[src/rtl/uart_rx.sv]
// 8N1 UART receiver with a one-byte output holding register and a valid/ready consumer port.
// Samples each bit at its centre after a 2-flop synchronizer on the serial line.
module uart_rx #(
    parameter int CLKS_PER_BIT = 104
) (
    input  logic       clk,
    input  logic       rst,
    input  logic       rx,
    output logic [7:0] data,
    output logic       valid,
    input  logic       ready,
    output logic       framing_error,
    output logic       overrun,
    output logic [1:0] state_dbg
);

    localparam int CNT_W = (CLKS_PER_BIT > 2) ? $clog2(CLKS_PER_BIT) : 1;
    localparam logic [CNT_W-1:0] HALF_LAST = CNT_W'(CLKS_PER_BIT / 2 - 1);
    localparam logic [CNT_W-1:0] BIT_LAST  = CNT_W'(CLKS_PER_BIT - 1);

    typedef enum logic [1:0] {
        S_IDLE  = 2'd0,
        S_START = 2'd1,
        S_DATA  = 2'd2,
        S_STOP  = 2'd3
    } state_t;

    state_t           state_q, state_d;
    logic [CNT_W-1:0] cnt_q, cnt_d;
    logic [2:0]       idx_q, idx_d;
    logic             rx_meta_q, rx_meta_d;
    logic             rx_s_q, rx_s_d;
    logic [7:0]       shift_q, shift_d;
    logic [7:0]       data_q, data_d;
    logic             valid_q, valid_d;
    logic             fe_q, fe_d;
    logic             ov_q, ov_d;
    logic             byte_done;

    // Consumer handshake: a byte transfers on any rising edge where valid=1 and ready=1;
    // valid never drops without such a transfer, and data is frozen while valid=1 unless
    // a transfer and a new byte completion coincide on the same edge.
    always_comb begin
        state_d   = state_q;
        cnt_d     = cnt_q;
        idx_d     = idx_q;
        shift_d   = shift_q;
        data_d    = data_q;
        valid_d   = valid_q;
        fe_d      = 1'b0;
        ov_d      = 1'b0;
        byte_done = 1'b0;
        rx_meta_d = rx;
        rx_s_d    = rx_meta_q;

        case (state_q)
            S_IDLE: begin
                cnt_d = '0;
                if (!rx_s_q) state_d = S_START;
            end
            S_START: begin
                if (cnt_q == HALF_LAST) begin
                    cnt_d   = '0;
                    idx_d   = 3'd0;
                    state_d = rx_s_q ? S_IDLE : S_DATA;
                end else begin
                    cnt_d = cnt_q + CNT_W'(1);
                end
            end
            S_DATA: begin
                if (cnt_q == BIT_LAST) begin
                    cnt_d          = '0;
                    shift_d[idx_q] = rx_s_q;
                    idx_d          = idx_q + 3'd1;
                    if (idx_q == 3'd7) state_d = S_STOP;
                end else begin
                    cnt_d = cnt_q + CNT_W'(1);
                end
            end
            S_STOP: begin
                // Leave at mid-stop so a back-to-back start edge is never missed.
                if (cnt_q == BIT_LAST) begin
                    cnt_d   = '0;
                    state_d = S_IDLE;
                    if (rx_s_q) byte_done = 1'b1;
                    else        fe_d      = 1'b1;
                end else begin
                    cnt_d = cnt_q + CNT_W'(1);
                end
            end
            default: state_d = S_IDLE;
        endcase

        if (byte_done) begin
            if (!valid_q || ready) begin
                data_d  = shift_q;
                valid_d = 1'b1;
            end else begin
                ov_d = 1'b1;
            end
        end else if (valid_q && ready) begin
            valid_d = 1'b0;
        end
    end

    always_ff @(posedge clk) begin
        if (rst) begin
            state_q   <= S_IDLE;
            cnt_q     <= '0;
            idx_q     <= 3'd0;
            rx_meta_q <= 1'b1;
            rx_s_q    <= 1'b1;
            shift_q   <= 8'h00;
            data_q    <= 8'h00;
            valid_q   <= 1'b0;
            fe_q      <= 1'b0;
            ov_q      <= 1'b0;
        end else begin
            state_q   <= state_d;
            cnt_q     <= cnt_d;
            idx_q     <= idx_d;
            rx_meta_q <= rx_meta_d;
            rx_s_q    <= rx_s_d;
            shift_q   <= shift_d;
            data_q    <= data_d;
            valid_q   <= valid_d;
            fe_q      <= fe_d;
            ov_q      <= ov_d;
        end
    end

    assign data          = data_q;
    assign valid         = valid_q;
    assign framing_error = fe_q;
    assign overrun       = ov_q;
    assign state_dbg     = state_q;

endmodule

[config.mk]
export PLATFORM = sky130hd
export DESIGN_NAME = uart_rx
export DESIGN_NICKNAME = d
export VERILOG_FILES = /design/src/rtl/uart_rx.sv
export SDC_FILE = /design/constraint.sdc
export NUM_CORES = 1
export LEC_CHECK = 0
export ABC_AREA = 1
export CORE_MARGIN = 2
export CORE_UTILIZATION = 45
export CTS_CLUSTER_DIAMETER = 100
export DETAILED_ROUTE_END_ITERATION = 8
export PLACE_DENSITY = 0.73
export SYNTH_ARGS = -nofsm -noshare
export SYNTH_HDL_FRONTEND = slang
export SYNTH_SLANG_ARGS = --single-unit
[constraint.sdc]
create_clock -name clk -period 2.1 [get_ports clk]
set_input_delay 0.42 -clock clk [delete_from_list [all_inputs] [get_ports clk]]
set_output_delay 0.42 -clock clk [all_outputs]
set_load 0.1 [all_outputs]
==> results.ini, run 1 <==
[drt]
viasPerCell=4.51
postRouteAntennaNets=0
post_drt_wl_per_cell_um=9.35
drc=0
firstDrtPassIters=4
vias=1258
drt-total-wl_mm=2.61
first_iter_violations=32

[setup_path]
worst_ep_arrival_time_ps=1830
cpMostUsedCell=nand2_1
crit_path_end=shift_q[0]
r2r_slack_ps=500
worstSetupPathType=flip-flop to flip-flop
rr_worst_depth=8
end_kind=flip-flop
worstPathBufferInverterCount=0
slowest_stage=dfxtp_1
timing.rr.end=shift_q[0]
crit_cells=8
required_ps=2320
timing.rr.start=cnt_q[0]
crit_path_start=cnt_q[0]
critPathLaunchType=flip-flop
critPathMaxStageDelay_ps=360
path_max_fanout=6
crit_family=simple AND/OR/NAND/NOR gates
path_cells=ha_1, nand2_2, nor2_4, nand2_1, nor3_1, nand2_1, nand2_1, nor2_1

[synthesis]
netlist_area_sq_um=1540
yosys_warnings=0
synth_simple_gate_area_frac=0.383
synth_xor_area_frac=0.0284
synthCells=212
synth_area_leaders=dfxtp_1 43%, nand2_1 13%, nor2_1 11%
synthAdderAreaFrac=0.0243
synth_top_family_by_area=simple AND/OR/NAND/NOR gates
synthMuxAreaShare=0
synth_compound_area_frac=0.0438
synth_top_area_cell=dfxtp_1
ys_seq_area_frac=0.428
ys_seq_elements=33
ys_types=30
synth_top_area_share=0.428
syn_area_per_cell_sq_um=7.28
synth_nets=219

[die]
initial_core_util=0.466
die_w_um=62.6
num_rows=21
core_area_sq_um=3310
die_h_um=62.6
io_pins=17
die_area_sq_um=3920

[clocking]
clkSlewWorstSetupHoldPaths_ps=90
cts_num_sinks=33
worstSkewPairLatency_ps=330
numCtsBuffers=5
cts-root-buf=clkbuf_4
cts_buffer_depth=2
cts_tree=done
ctsHtreeMaxLevel=2
post-cts-setup-buffers=0
postCtsResizedCells=0
postCtsHoldBufs=0

[sta]
final_hold_viol_count=0
rsz0062_at_grt=false
tns_ps=0
skew_ps=8.25
slew_headroom=0.777
fmax_mhz=624
finalWorstSetupSlack_ps=498
whs_ps=414
worst_pin_slew_ps=333
setup_viol=0
slew_viol_final=0
finalCritPeriodShare=0.763
period_minus_slack_ps=1600

[grt]
gr-usage-all-layers=0.159
grt_pass1_vias=1171
grt_first_pass_wirelength_mm=4.84
antenna_found_initial=0
grt-ovfl-total=0
grt_max_degree=17

[final_layout]
stdcell_count=279
multi_input_area_sq_um=741
insertedDiodeCount=0
drive_gt1_frac=0.146
area_growth_syn_to_layout_pct=13.2
final_nets=240
regArea_sq_um=661
num-fill-cells=367

[min_path]
min_path_type=flip-flop to flip-flop

[power_and_ir_drop]
combPwrFrac=0.092
p_int_mw=0.819
p_sw_mw=0.276
pwr-share-seq=0.586
clkPwrFrac=0.322
vdd_drop_max_mv=0.366
switching_share=0.252
p_per_area_nw_per_um2=626
power.leakage_nw=0.702

[place]
place_congestion=0.819
dp_hpwl_mm=1.97
dp_slack_ps=455
dp.cells=272
io_buffers=16

[outcome]
status=finished, final reports clean

[job]
max_cap_violations=0

-- power by group through the flow --
stage               combinational [mW]  clock (mW)  sequential (mW)
floorplan                       0.0533           0            0.683
global placement                 0.100           0            0.657
detailed placement               0.101           0            0.656
CTS                              0.101       0.369            0.642
global route                     0.111       0.405            0.643
finish                           0.100       0.353            0.642
-- cells in the final DEF, fill, tap and decap left out, types with 5 or more instances in the layout --
cell and count:
clkbuf_4 5, nand3_1 12, nor3_1 6, nand2_1 52
a21oi_1 5, inv_1 21, nor2_1 45, dfxtp_1 33
buf_4 15
-- cells by family after synthesis --
family,Yosys count
and+or+nand+nor,132
DFF,33
buffers and inverters,28
AOI/OAI and AO/OA,11
xor gates and xnor gates,5
adders and majority gates,3
-- state kept, by name, indices dropped and copies added, names as in the netlist, named ones only --
| register | count |
|---|---|
| data | 8 |
| valid | 1 |
| shift_q | 8 |
| framing_error | 1 |
| state_dbg | 1 |
| cnt_q | 7 |
| idx_q | 3 |
| rx_s_q | 1 |
| overrun | 1 |
| rx_meta_q | 1 |
-- how the worst min path moves through the flow --
| stage | from | to | slack (ps) | cells after the start |
|---|---|---|---|---|
| final | rx_meta_q | rx_s_q | 410 | 1 |
| after global routing | rx_meta_q | rx_s_q | 440 | 1 |
| after CTS | rx_meta_q | rx_s_q | 420 | 1 |
| after detailed placement | rx_meta_q | rx_s_q | 390 | 1 |
| after global placement | rx_meta_q | rx_s_q | 390 | 1 |
| after floorplan | rx_meta_q | rx_s_q | 390 | 1 |
-- metrics by stage --
step / cell area, sq um / power (mW) / utilization
CTS: 1750 / 1.11 / 0.528
global placement: 1690 / 0.757 / 0.511
detailed placement: 1690 / 0.757 / 0.511
global route: 1750 / 1.16 / 0.528
finish: 1750 / 1.10 / 0.528
floorplan: 1540 / 0.737 / -
-- layer usage --
metal,global-route usage,part of all wire,vias up
li1,-,-,697
met2,0.250,0.43,24
met1,0.191,0.50,531
met3,0.0613,0.048,6
met5,0,0,-
met4,0.0750,0.021,0
-- Yosys cell counts (all sizes together) --
| cell | n |
|---|---|
| nand2 | 55 |
| nor2 | 49 |
| dfxtp | 33 |
| inv | 22 |
| nand3 | 13 |
| nor3 | 6 |
| a21oi | 5 |
| a21boi | 3 |
| ha | 3 |
| nand4 | 3 |
| xor2 | 3 |
| clkbuf | 2 |
| clkinv | 2 |
| nand3b | 2 |
| or2 | 2 |
| xnor2 | 2 |
| a211oi | 1 |
| a21o | 1 |
| and3 | 1 |
| buf | 1 |
| bufbuf | 1 |
| nor4 | 1 |
| o21ai | 1 |
-- area by class of cell --
cell class / instances / area share
multi-input combinational: 151 / 0.424
timing repair buffer: 18 / 0.0816
sequential: 33 / 0.378
tap: 46 / 0.0329
clock buffer: 7 / 0.0315
inverter: 24 / 0.0523
No activity file was read; power rests on OpenSTA's default activity.
==> run 2, diff against run 1 <==
Clock period 2.1 ns to 1.6 ns, I/O delays scaled along.
==> run 2 against run 1 <==
Effect of this change: clock power grew 81%; maximum frequency grew 9.1%; critical path type unchanged; die area did not move; critical path depth unchanged; register-to-register slack got worse by 370 ps; highest routed layer unchanged; power grew 49%; cell count rose by 0.72%; clock skew about the same.
==> results.ini, run 2 (same netlist as run 1, synthesis figures left out) <==
[sta]
final_hold_viol_count=0  ; unchanged
rsz0062_at_grt=false  ; unchanged
finalWorstSetupSlack_ps=132  ; was 498 ps
skew_ps=8.74  ; was 8.25 ps
period_minus_slack_ps=1470  ; was 1600 ps
slew_viol_final=0  ; unchanged
fmax_mhz=681  ; was 624 MHz
setup_viol=0  ; unchanged
slew_headroom=0.778  ; was 0.777
finalCritPeriodShare=0.917  ; was 0.763
whs_ps=417  ; was 414 ps
worst_pin_slew_ps=333  ; about the same

[final_layout]
num-fill-cells=331  ; was 367
layout_common_cells=51 x nand2_1, 45 x nor2_1, 29 x dfxtp_1  ; was 52 x nand2_1, 45 x nor2_1, 33 x dfxtp_1
final_nets=241  ; was 240
drive_gt1_frac=0.196  ; was 0.146
multi_input_area_sq_um=776  ; was 741 sq um
area_growth_syn_to_layout_pct=29.7  ; was 13.2%
stdcell_count=281  ; was 279
insertedDiodeCount=0  ; unchanged
regArea_sq_um=668  ; was 661 sq um
post-route-util=0.605  ; was 0.528
mostFrequentLayoutCell=nand2_1  ; unchanged

[setup_path]
critPathMaxStageDelay_ps=350  ; was 360 ps
critPathLaunchType=flip-flop  ; unchanged
end_kind=flip-flop  ; unchanged
crit_path_start=cnt_q[0]  ; unchanged
worst_ep_arrival_time_ps=1690  ; was 1830 ps
crit_cells=8  ; unchanged
worstSetupPathType=flip-flop to flip-flop  ; unchanged
slowest_stage=dfxtp_2  ; was dfxtp_1
path_max_fanout=6  ; unchanged
path_cells=ha_2, nand2_2, nor2_4, nand2_2, nor3_1, nand2_1, nand2_1, nor2_1  ; was ha_1, nand2_2, nor2_4, nand2_1, nor3_1, nand2_1, nand2_1, nor2_1
worstPathBufferInverterCount=0  ; unchanged
rr_worst_depth=8  ; unchanged
timing.rr.start=cnt_q[0]  ; unchanged
crit_family=simple AND/OR/NAND/NOR gates  ; unchanged
required_ps=1830  ; was 2320 ps

[place]
place_congestion=0.871  ; was 0.819
dp_slack_ps=24.3  ; was 455 ps
dp.cells=272  ; unchanged
io_buffers=16  ; unchanged
dp_hpwl_mm=2.00  ; was 1.97 mm

[power_and_ir_drop]
pwr-share-seq=0.517  ; was 0.586
p_per_area_nw_per_um2=817  ; was 626 nW/um^2
power.leakage_nw=0.761  ; was 0.702 nW
vdd_drop_max_mv=0.506  ; was 0.366 mV
switching_share=0.232  ; was 0.252
p_int_mw=1.26  ; was 0.819 mW
clkPwrFrac=0.391  ; was 0.322
p_sw_mw=0.380  ; was 0.276 mW
combPwrFrac=0.091  ; was 0.092

[clocking]
cts-root-buf=clkbuf_4  ; unchanged
cts_tree=done  ; unchanged
clkSlewWorstSetupHoldPaths_ps=100  ; was 90 ps
numCtsBuffers=5  ; unchanged
cts_buffer_depth=2  ; unchanged
cts_num_sinks=33  ; unchanged
worstSkewPairLatency_ps=330  ; about the same
ctsHtreeMaxLevel=2  ; unchanged

[min_path]
whs_path_depth=1  ; unchanged
min_path_type=flip-flop to flip-flop  ; unchanged
min_from=rx_meta_q  ; unchanged

[die]
io_pins=17  ; unchanged
num_rows=21  ; unchanged
die_w_um=62.6  ; unchanged
core_area_sq_um=3310  ; unchanged
initial_core_util=0.466  ; unchanged
die_h_um=62.6  ; unchanged
die_area_sq_um=3920  ; unchanged

[outcome]
status=finished, final reports clean  ; unchanged

[drt]
vias=1296  ; was 1258
postRouteAntennaNets=0  ; unchanged
drt-total-wl_mm=2.72  ; was 2.61 mm
viasPerCell=4.61  ; was 4.51
first_iter_violations=52  ; was 32
drc=0  ; unchanged
firstDrtPassIters=4  ; unchanged
post_drt_wl_per_cell_um=9.68  ; was 9.35 um

[grt]
gr-usage-all-layers=0.161  ; was 0.159
grt-ovfl-total=0  ; unchanged
grt_max_degree=17  ; unchanged
grt_pass1_vias=1212  ; was 1171
grt_first_pass_wirelength_mm=5.06  ; was 4.84 mm
antenna_found_initial=0  ; unchanged

[job]
max_cap_violations=0  ; unchanged

==> run 2: cell count changes in the layout (fill, tap and decap cells not counted), sizes merged <==
| cell | delta |
|---|---|
| buf | +1 |
| bufinv | +1 |
==> run 2: cell type report <==
cell class,count,area share
Clock buffer,7,0.0275
Clock inverter,1,0.0150
Inverter,24,0.0456
Multi-Input combinational cell,151,0.387
Sequential cell,33,0.334
Tap cell,46,0.0287
Timing Repair Buffer,19,0.162
==> run 2: power by group through the flow <==
stage               clock [mW]  combinational, mW  sequential (mW)
floorplan                    0             0.0699            0.897
global placement             0              0.145            0.865
detailed placement           0              0.146            0.865
CTS                      0.662              0.146            0.846
global route             0.699              0.164            0.849
finish                   0.640              0.150            0.846
==> run 2: what timing repair did <==
action,in CTS,in global routing
setup buffers,1,0
gates resized for setup,0,8
endpoints found under the setup margin,2,19
hold buffers,0,0
pin swaps,1,2
==> run 2: final timing paths <==
path	to	slack (ps)
min	rx_s_q	420
min reg2reg	rx_s_q	420
max reg2reg	shift_q[6]	130
max	shift_q[6]	130
==> run 2: layer usage <==
metal | track usage | share of wire | up-vias
li1 | - | - | 701
met1 | 0.194 | 0.47 | 563
met2 | 0.266 | 0.47 | 25
met3 | 0.0414 | 0.044 | 7
met4 | 0.0778 | 0.018 | 0
met5 | 0 | 0 | -
==> run 2: worst register-to-register path: cells and delay by family (launching register included) <==
kind | cells | cell delay [ps]
DFF | 1 | 350
and+or+nand+nor | 7 | 810
adders and majority gates | 1 | 210
==> run 2: per-stage QoR <==
step | setup TNS (ps) | cell area [sq um] | power, mW
floorplan | 0 | 1550 | 0.967
global placement | 0 | 1860 | 1.01
detailed placement | 0 | 1860 | 1.01
CTS | -2.15 | 1970 | 1.65
global route | 0 | 2000 | 1.71
finish | 0 | 2000 | 1.64
